`config.mk`:
```
export PLATFORM = sky130hd
export DESIGN_NAME = mm_stream_loader
export DESIGN_NICKNAME = d
export VERILOG_FILES = /design/src/rtl/mm_stream_loader.sv
export SDC_FILE = /design/constraint.sdc
export NUM_CORES = 1
export LEC_CHECK = 0
export CORE_ASPECT_RATIO = 1.25
export CORE_MARGIN = 5
export CORE_UTILIZATION = 44
export DETAILED_ROUTE_END_ITERATION = 10
export HOLD_SLACK_MARGIN = 0.08
export PLACE_DENSITY = 0.78
export REMOVE_ABC_BUFFERS = 1
export SLEW_MARGIN = 30
export SYNTH_ARGS = -nofsm -noshare
export SYNTH_HDL_FRONTEND = slang
export SYNTH_SLANG_ARGS = --single-unit
```
`constraint.sdc`:
```
create_clock -name clk -period 3.1 [get_ports clk]
set_input_delay 0.775 -clock clk [delete_from_list [all_inputs] [get_ports clk]]
set_output_delay 0.775 -clock clk [all_outputs]
set_load 0.02 [all_outputs]
```
`src/rtl/mm_stream_loader.sv`:
```
// Streams A and B into banked operand RAMs, runs the multiply core, then streams RES back out.
// Optional build macro S_LAST_CHECK_EN enables the sticky s_last framing check on err.
module mm_stream_loader #(
    parameter int width          = 8,
    parameter int A_depth_bits   = 9,
    parameter int B_depth_bits   = 9,
    parameter int RES_depth_bits = 9,
    parameter int M              = 64,
    parameter int N              = 8,
    parameter int P              = 2
) (
    input  logic                      clk,
    input  logic                      resetn,
    input  logic [width-1:0]          s_data,
    input  logic                      s_valid,
    output logic                      s_ready,
    input  logic                      s_last,
    output logic [width-1:0]          m_data,
    output logic                      m_valid,
    input  logic                      m_ready,
    output logic                      m_last,
    output logic                      A0_write_en,
    output logic [A_depth_bits-1:0]   A0_write_address,
    output logic [width-1:0]          A0_write_data_in,
    output logic                      A1_write_en,
    output logic [A_depth_bits-1:0]   A1_write_address,
    output logic [width-1:0]          A1_write_data_in,
    output logic                      B0_write_en,
    output logic [B_depth_bits-1:0]   B0_write_address,
    output logic [width-1:0]          B0_write_data_in,
    output logic                      B1_write_en,
    output logic [B_depth_bits-1:0]   B1_write_address,
    output logic [width-1:0]          B1_write_data_in,
    output logic                      Start,
    input  logic                      Done,
    output logic                      RES_read_en,
    output logic [RES_depth_bits-1:0] RES_read_address,
    input  logic [width-1:0]          RES_read_data_out,
    output logic                      err
);

    localparam int A_BEATS = M * N;
    localparam int B_BEATS = N * P;
    localparam int HALF    = N / 2;
    localparam int B_HALF  = HALF * P;
    localparam int R_WORDS = M * P;
    localparam int AW      = $clog2(A_BEATS);
    localparam int BW      = $clog2(B_BEATS);
    localparam int JW      = $clog2(N);
    localparam int RW      = $clog2(R_WORDS + 1);

    typedef enum logic [1:0] {
        RECV_A  = 2'd0,
        RECV_B  = 2'd1,
        COMPUTE = 2'd2,
        SEND    = 2'd3
    } state_t;

    state_t               state_r;
    state_t               state_nxt_s;
    logic                 rdy_r;

    logic [AW-1:0]        a_cnt_r;
    logic [JW-1:0]        j_r;
    logic [A_depth_bits-1:0] a0_addr_r;
    logic [A_depth_bits-1:0] a1_addr_r;
    logic [BW-1:0]        b_cnt_r;
    logic                 start_r;

    logic [RW-1:0]        rd_cnt_r;
    logic [RW-1:0]        out_cnt_r;
    logic                 rd_pend_r;
    logic [width-1:0]     buf_r [0:1];
    logic                 wr_ptr_r;
    logic                 rd_ptr_r;
    logic [1:0]           occ_r;

    logic                 accept_s;
    logic                 a_acc_s;
    logic                 b_acc_s;
    logic                 a_last_s;
    logic                 b_last_s;
    logic                 a_lo_s;
    logic                 b_lo_s;
    logic [BW-1:0]        b_off_s;
    logic                 pop_s;
    logic                 push_s;
    logic                 rd_en_s;
    logic                 send_done_s;

    assign s_ready  = rdy_r && ((state_r == RECV_A) || (state_r == RECV_B));
    assign accept_s = s_valid && s_ready;
    assign a_acc_s  = accept_s && (state_r == RECV_A);
    assign b_acc_s  = accept_s && (state_r == RECV_B);
    assign a_last_s = (a_cnt_r == AW'(A_BEATS - 1));
    assign b_last_s = (b_cnt_r == BW'(B_BEATS - 1));
    assign a_lo_s   = (j_r < JW'(HALF));
    assign b_lo_s   = (b_cnt_r < BW'(B_HALF));
    assign b_off_s  = b_cnt_r - BW'(B_HALF);

    // Each bank receives a contiguous run of addresses, so per-bank address counters suffice.
    assign A0_write_en      = a_acc_s && a_lo_s;
    assign A1_write_en      = a_acc_s && !a_lo_s;
    assign B0_write_en      = b_acc_s && b_lo_s;
    assign B1_write_en      = b_acc_s && !b_lo_s;
    assign A0_write_address = A0_write_en ? a0_addr_r : {A_depth_bits{1'b0}};
    assign A1_write_address = A1_write_en ? a1_addr_r : {A_depth_bits{1'b0}};
    assign B0_write_address = B0_write_en ? B_depth_bits'(b_cnt_r) : {B_depth_bits{1'b0}};
    assign B1_write_address = B1_write_en ? B_depth_bits'(b_off_s) : {B_depth_bits{1'b0}};
    assign A0_write_data_in = A0_write_en ? s_data : {width{1'b0}};
    assign A1_write_data_in = A1_write_en ? s_data : {width{1'b0}};
    assign B0_write_data_in = B0_write_en ? s_data : {width{1'b0}};
    assign B1_write_data_in = B1_write_en ? s_data : {width{1'b0}};

    assign m_valid     = (occ_r != 2'd0);
    assign m_data      = buf_r[rd_ptr_r];
    assign m_last      = m_valid && (out_cnt_r == RW'(R_WORDS - 1));
    assign pop_s       = m_valid && m_ready;
    assign push_s      = rd_pend_r;
    assign send_done_s = pop_s && (out_cnt_r == RW'(R_WORDS - 1));
    assign Start       = start_r;

    // A read may issue only if its returning word is sure to find a free slot next cycle.
    assign rd_en_s = (state_r == SEND) && (rd_cnt_r < RW'(R_WORDS)) &&
                     ((3'(occ_r) + 3'(rd_pend_r)) <= (3'd1 + 3'(pop_s)));
    assign RES_read_en      = rd_en_s;
    assign RES_read_address = rd_en_s ? RES_depth_bits'(rd_cnt_r) : {RES_depth_bits{1'b0}};

    // State register
    always_ff @(posedge clk or negedge resetn) begin
        if (!resetn) begin
            state_r <= RECV_A;
        end else begin
            state_r <= state_nxt_s;
        end
    end

    // Next-state logic
    always_comb begin
        state_nxt_s = state_r;
        case (state_r)
            RECV_A: begin
                if (a_acc_s && a_last_s) begin
                    state_nxt_s = RECV_B;
                end else begin
                    state_nxt_s = RECV_A;
                end
            end
            RECV_B: begin
                if (b_acc_s && b_last_s) begin
                    state_nxt_s = COMPUTE;
                end else begin
                    state_nxt_s = RECV_B;
                end
            end
            COMPUTE: begin
                if (Done) begin
                    state_nxt_s = SEND;
                end else begin
                    state_nxt_s = COMPUTE;
                end
            end
            SEND: begin
                if (send_done_s) begin
                    state_nxt_s = RECV_A;
                end else begin
                    state_nxt_s = SEND;
                end
            end
            default: begin
                state_nxt_s = RECV_A;
            end
        endcase
    end

    // Start is high exactly while the FSM sits in COMPUTE
    always_ff @(posedge clk or negedge resetn) begin
        if (!resetn) begin
            start_r <= 1'b0;
            rdy_r   <= 1'b0;
        end else begin
            start_r <= (state_nxt_s == COMPUTE);
            rdy_r   <= 1'b1;
        end
    end

    // A-matrix beat, column and per-bank address counters
    always_ff @(posedge clk or negedge resetn) begin
        if (!resetn) begin
            a_cnt_r   <= {AW{1'b0}};
            j_r       <= {JW{1'b0}};
            a0_addr_r <= {A_depth_bits{1'b0}};
            a1_addr_r <= {A_depth_bits{1'b0}};
        end else if (a_acc_s) begin
            if (a_last_s) begin
                a_cnt_r   <= {AW{1'b0}};
                j_r       <= {JW{1'b0}};
                a0_addr_r <= {A_depth_bits{1'b0}};
                a1_addr_r <= {A_depth_bits{1'b0}};
            end else begin
                a_cnt_r <= a_cnt_r + AW'(1'b1);
                j_r     <= (j_r == JW'(N - 1)) ? {JW{1'b0}} : j_r + JW'(1'b1);
                if (a_lo_s) begin
                    a0_addr_r <= a0_addr_r + A_depth_bits'(1'b1);
                end else begin
                    a1_addr_r <= a1_addr_r + A_depth_bits'(1'b1);
                end
            end
        end
    end

    // B-matrix beat counter
    always_ff @(posedge clk or negedge resetn) begin
        if (!resetn) begin
            b_cnt_r <= {BW{1'b0}};
        end else if (b_acc_s) begin
            b_cnt_r <= b_last_s ? {BW{1'b0}} : b_cnt_r + BW'(1'b1);
        end
    end

    // RES read sequencing and the two-entry output buffer
    always_ff @(posedge clk or negedge resetn) begin
        if (!resetn) begin
            rd_cnt_r  <= {RW{1'b0}};
            out_cnt_r <= {RW{1'b0}};
            rd_pend_r <= 1'b0;
            wr_ptr_r  <= 1'b0;
            rd_ptr_r  <= 1'b0;
            occ_r     <= 2'd0;
            buf_r[0]  <= {width{1'b0}};
            buf_r[1]  <= {width{1'b0}};
        end else if (send_done_s) begin
            rd_cnt_r  <= {RW{1'b0}};
            out_cnt_r <= {RW{1'b0}};
            rd_pend_r <= 1'b0;
            wr_ptr_r  <= 1'b0;
            rd_ptr_r  <= 1'b0;
            occ_r     <= 2'd0;
        end else begin
            rd_pend_r <= rd_en_s;
            if (rd_en_s) begin
                rd_cnt_r <= rd_cnt_r + RW'(1'b1);
            end
            if (push_s) begin
                buf_r[wr_ptr_r] <= RES_read_data_out;
                wr_ptr_r        <= ~wr_ptr_r;
            end
            if (pop_s) begin
                rd_ptr_r  <= ~rd_ptr_r;
                out_cnt_r <= out_cnt_r + RW'(1'b1);
            end
            occ_r <= occ_r + {1'b0, push_s} - {1'b0, pop_s};
        end
    end

`ifdef S_LAST_CHECK_EN
    logic err_r;

    // Sticky framing error: s_last must mark exactly the final beat of A and of B
    always_ff @(posedge clk or negedge resetn) begin
        if (!resetn) begin
            err_r <= 1'b0;
        end else if ((a_acc_s && (s_last != a_last_s)) || (b_acc_s && (s_last != b_last_s))) begin
            err_r <= 1'b1;
        end
    end

    assign err = err_r;
`else
    logic unused_s_last_s;

    assign unused_s_last_s = s_last;
    assign err             = 1'b0;
`endif

endmodule

```
Word level (Yosys, flattened, before mapping)
Index checks and enable logic that the tools add are counted.
{"block": "op_classes", "add_sub_neg": 12, "order_cmp": 7, "eq_ne": 9, "n_mux": 38, "n_bitwise": 5, "n_reduce_logical": 28}
{"cell": "2-to-1 mux 8 bit", "n": 13}
{"cell": "2-to-1 mux 9 bit", "n": 7}
{"cell": "adder 9 x 1 -> 9 bit (second input constant)", "n": 3}
{"cell": "adder 8 x 1 -> 8 bit (second input constant)", "n": 2}
{"cell": "bitwise mux 16 bit", "n": 1}
{"cell": "logical AND 1 bit", "n": 16}
{"cell": "2-to-1 mux 4 bit", "n": 3}
{"cell": "nonzero test 2 bit", "n": 5}
{"cell": "== test 9 bit (second input constant)", "n": 1}
{"cell": "demux 8 bit (select 1 bit)", "n": 1}
{"cell": "== test 8 x 7 -> 1 bit (second input constant)", "n": 1}
{"cell": "< comparator 8 bit (second input constant)", "n": 1}
{"cell": "case mux 2 bit (4 select lines)", "n": 1}
{"cell": "2-to-1 mux 1 bit", "n": 7}
{"cell": "== test 2 bit (second input constant)", "n": 3}
{"cell": "2-to-1 mux 2 bit", "n": 3}
{"cell": "2-to-1 mux 3 bit", "n": 2}
{"cell": "AND reduction 2 bit", "n": 3}
{"cell": "adder 4 x 1 -> 4 bit (second input constant)", "n": 1}
{"cell": "== test 4 bit (second input constant)", "n": 1}
{"cell": ">= comparator 2 bit (second input constant)", "n": 2}
{"cell": "< comparator 4 bit (second input constant)", "n": 1}
{"cell": "inverter 1 -> 2 bit", "n": 2}
{"cell": "subtractor 4 bit (second input constant)", "n": 1}
{"cell": "15 further kinds", "n": 18}
{"block": "totals", "reg_bits": 75, "input_bits": 22, "out_inout_bits": 95, "word_cells": 115}

Longest topological paths before layout
{"block": "depth", "ltp_word": 9, "depth_mapped": 10, "ltp_nobuf": 8}

Worst setup path before layout
Ideal clock, no wire load.
{"block": "synth_path", "kind": "in2out", "startpoint": "input port m_ready", "endpoint": "output port RES_read_address[0]", "t_arrival_ps": 2658, "required_time_ps": 2325, "path_slack_ps": -333, "cell_stages": 8, "n_path_buf": 2, "cell_sequence": "o21a_4 -> fa_1 -> or3b_1 -> a21o_1 -> clkbuf_1 -> inv_1 -> buf_2 -> and2_1"}
{"block": "synth_via", "elab_chain_len": 5}
{"item": "start, declared", "line_no": "20", "text": "input logic m_ready,"}
{"item": "logical AND 1 bit", "line_no": "118", "text": "assign pop_s = m_valid && m_ready;"}
{"item": "adder 1 x 1 -> 2 bit", "line_no": "125", "text": "((3'(occ_r) + 3'(rd_pend_r)) <= (3'd1 + 3'(pop_s)));"}
{"item": "less-or-equal comparator 3 x 2 -> 1 bit", "line_no": "125"}
{"item": "logical AND 1 bit", "line_no": "124", "text": "assign rd_en_s = (state_r == SEND) && (rd_cnt_r < RW'(R_WORDS)) &&"}
{"item": "named net RES_read_en", "line_no": "36", "text": "output logic RES_read_en,"}
{"item": "2-to-1 mux 8 bit", "line_no": "127", "text": "assign RES_read_address = rd_en_s ? RES_depth_bits'(rd_cnt_r) : {RES_depth_bits{1'b0}};"}
{"item": "end, declared", "line_no": "37", "text": "output logic [RES_depth_bits-1:0] RES_read_address,"}
The timed path passes the listed nets, and every way through them passes these cells.

Worst setup path in the final report
{"block": "layout_path", "startpoint": "register occ_r[1]", "endpoint": "output port RES_read_address[3]"}
{"block": "layout_via", "elab_chain_len": 6, "elab_cells_between_ends": 7, "cone_classes": "add/sub: 2; order compare: 1; mux: 1; reduce/logical: 3"}
{"item": "start, declared", "line_no": "76", "text": "logic [1:0] occ_r;"}
{"item": "start signal, assigned", "line_no": "252", "text": "occ_r <= occ_r + {1'b0, push_s} - {1'b0, pop_s};"}
{"item": "nonzero test 2 bit", "line_no": "115", "text": "assign m_valid = (occ_r != 2'd0);"}
{"item": "logical AND 1 bit", "line_no": "118"}
{"item": "adder 1 x 1 -> 2 bit", "line_no": "125"}
{"item": "less-or-equal comparator 3 x 2 -> 1 bit *", "line_no": "125"}
{"item": "logical AND 1 bit *", "line_no": "124"}
{"item": "2-to-1 mux 8 bit *", "line_no": "127"}
Every way passes the cells marked *; elsewhere a longest branch is shown, timed or not.

==> qor.csv <==
stage,metric,value,unit
route,DRT Wirelength,9944,µm
synthesis,sequential cell area fraction in the yosys report,0.4386,
layout,most frequent cells in the layout,"75 x dfrtp_1, 42 x nand2_1, 41 x and2_1, 39 x dlygate4sd2_1, 30 x clkdlybuf4s50_1",
layout,register area,0.001877,mm²
sta,Slew @ Worst Pin,664.1,ps
route,met3 routed WL,462,µm
die,Die W,98.21,µm
global_routing,largest net degree at the start of global routing,76,
place,I/O Buffers,100,
synthesis,Post-Synth XOR/XNOR Area,0.04912,
route,Vias,3480,
sta,Final Cycle Share,1.040,
die,Die H,120.3,µm
clock_tree,CTS Buffer Depth,2,
route,vias per inst,5.058,
synthesis,"EDFF count, synth",0,
route,met1 wire length,4246,µm
route,1st-pass router iterations,4,
power,PwrDens,644.5,mW/mm²
sta,post-route setup slack,-123.6,ps
clock_tree,clk sinks,75,
clock_tree,cts hold-fix bufs,0,
die,Die Footprint,0.01181,mm²
synthesis,simple-gate share of the synthesized area,0.2591,
clock_tree,Clock Tree Root,clkbuf_16,
layout,NumNets Final,595,
die,Core Area,0.009559,mm²
layout,area grow syn2layout,34.65,%
clock_tree,CTS Buf Count,9,
route,DR top layer,met4,
critical_path,Crit path arrival time,2450,ps
route,DR WL met2,5118,µm
die,Row Count,40,
route,Final ANT Viol Nets,0,
power,Leak,2.826,nW
layout,ratio of cells with drive above 1 in the final layout,0.2117,
sta,RSZ-0062 raised after global routing,true,
route,Initial DRC Count,142,
sta,Max-slew headroom,0.5573,
status,outcome,"finished, violations left",
layout,"commonest non-fill, non-tap cell in the layout",dfrtp_1,
global_routing,GRT Overall Usage,0.1685,
die,Ports,117,
power,Total Power,3.714,mW
synthesis,Syn Area/Cell,9.703,µm²
layout,Filler cells,803,
sta,worst-case clock skew,4.068,ps
synthesis,async set-reset flop share out of synthesis,1.000,
sta,post-layout min period,3224,ps
clock_tree,"Clk pin slew, worst setup/hold paths",60,ps
route,drt drc,0,
global_routing,grt ovf,0,
synthesis,Area contributors post-synth,"dfrtp_1 44%, and2_1 6.9%, mux2_2 4.2%",
route,routed len/inst,14.45,µm
layout,area of the multi-input gates,0.002241,mm²
synthesis,Seq cells post-synth,75,
synthesis,synth unique cells,57,
clock_tree,clk_lat worst skew,330,ps
synthesis,share of the synthesized area in the top cell type,0.4386,
synthesis,Post-Synthesis Cell Area,0.004279,mm²
synthesis,largest family of logic cells by synthesized area,simple AND/OR/NAND/NOR gates,
global_routing,initial antenna violation count,0,
synthesis,multiplexer area fraction after synthesis,0.07515,
power,VDD IR max,0.0004936,V
layout,antenna diode count,0,
status,failing checks,negative setup slack,
clock_tree,CTS tree,built,
synthesis,Synthesis Warnings,0,
synthesis,Post-Synthesis Cells,441,
min_path,HP Class,in -> async,
synthesis,"area leader, netlist",dfrtp_1,
critical_path,Worst EP required,2320,ps
run,Max-Cap Viols,0,
layout,final core utilization,0.6027,
critical_path,kind of critical path,reg -> out,
critical_path,Startpoint Class,flip-flop,
global_routing,vias in the first global route,3466,
sta,Slew Limit Fails,0,
synthesis,Synth Area in Compound Gates,0.07135,
sta,fmax,310.2,MHz
place,Post-DP HPWL,7210,µm
place,Placer Congestion,0.8457,
synthesis,"Top FF cell, synth",dfrtp_1,
clock_tree,H-tree Lvls,3,
sta,final-report setup violation count,8,
die,Initial Util,0.4476,
global_routing,first-pass GRT wire length,16460,µm
sta,final hold violation count,0,
critical_path,CP endpoint kind,primary output,
critical_path,CP Max Fanout,8,
synthesis,Post-Synth Adder-Cell Area,0.04561,
-- state kept, by name (all words and copies together) (netlist names) --
signal     cells
Start          1
a0_addr_r      9
a1_addr_r      9
a_cnt_r        9
b_cnt_r        4
buf_r         16
j_r            3
occ_r          2
out_cnt_r      8
push_s         1
rd_cnt_r       8
rd_ptr_r       1
rdy_r          1
state_r        2
wr_ptr_r       1
-- per-layer routing --
layer / vias up / global-route usage
met5: - / 0
met4: 0 / 0.04099
met3: 11 / 0.04212
met2: 87 / 0.2977
met1: 1676 / 0.2065
li1: 1706 / -
-- power by group --
| group | internal, mW | total [mW] | switching [mW] |
|---|---|---|---|
| logic | 0.581 | 1.19 | 0.610 |
| clock network | 0.722 | 1.11 | 0.388 |
| registers | 1.17 | 1.41 | 0.245 |
| total | 2.47 | 3.71 | 1.24 |
-- critical path, stage by stage, from the launching register on --
cell,delay (ps)
dfrtp_1,410
o21a_4,250
fa_1,490
or3b_4,400
a21o_4,240
inv_6,80
and2_4,150
buf_6,110
-- Yosys cell counts (all sizes together) (5+ instances only) --
| library cell | number |
|---|---|
| dfrtp | 75 |
| buf | 19 |
| nor2 | 28 |
| xor2 | 6 |
| nand2 | 42 |
| nor3 | 11 |
| nand3b | 5 |
| clkbuf | 18 |
| inv | 12 |
| mux2 | 25 |
| xnor2 | 18 |
| o21ai | 22 |
| nand3 | 9 |
| and3 | 23 |
| ha | 14 |
| a21oi | 8 |
| and2 | 47 |
| nand4 | 9 |
-- layout make-up --
cell class,instances,share of cell area
multi-input cells,331,0.3889
flip-flops and latches,75,0.3257
repair buffers,129,0.1937
clock buffers,11,0.04213
well taps,126,0.02736
clock inverters,4,0.01303
inverters,12,0.009121
-- kinds of logic (layout without fill, tap and decap cells) --
kind of cell             after synthesis  count (layout)
other                                  2              16
buffers and inverters                 49             156
adder cells (fa/ha/maj)               15              15
XOR/XNOR                              24              24
AO/OA/AOI/OAI                         49              49
flip-flops                            75              75
multiplexers                          26              26
AND/OR/NAND/NOR                      201             201
-- final timing paths --
path | startpoint | cells after the start | slack (ps) | endpoint
worst max-delay path | occ_r[1] | 7 | -120 | RES_read_address[3]
worst min-delay path | resetn | 1 | 470 | a1_addr_r[5]
worst max register to register | occ_r[1] | 7 | 440 | rd_cnt_r[6]
worst min register to register | j_r[1] | 2 | 470 | j_r[1]
max in group asynchronous | resetn | 1 | 2190 | occ_r[1]
min in group clk | j_r[1] | 2 | 470 | j_r[1]
-- timing repair --
item,CTS,global route
gates resized for setup,126,46
endpoints found under the hold margin,0,0
pin swaps,11,7
setup buffers,0,2
setup endpoints to repair,68,41
-- stage by stage --
step | cells | hold WS (ps) | TNS, ps | setup WS, ps | instance area [µm²]
4_1_cts | 686 | 477.4 | -1166 | -162.1 | 5783
5_1_grt | 688 | 508.3 | -1469 | -199.1 | 5762
2_1_floorplan | 418 | 441.3 | -5077 | -259.8 | 4125
3_3_place_gp | 671 | 453.2 | -15550 | -969.8 | 5497
6_report | 688 | 465.6 | -844.5 | -123.6 | 5762
3_5_place_dp | 671 | 464.9 | -17910 | -1044 | 5497
No activity file was read; power rests on OpenSTA's default activity.
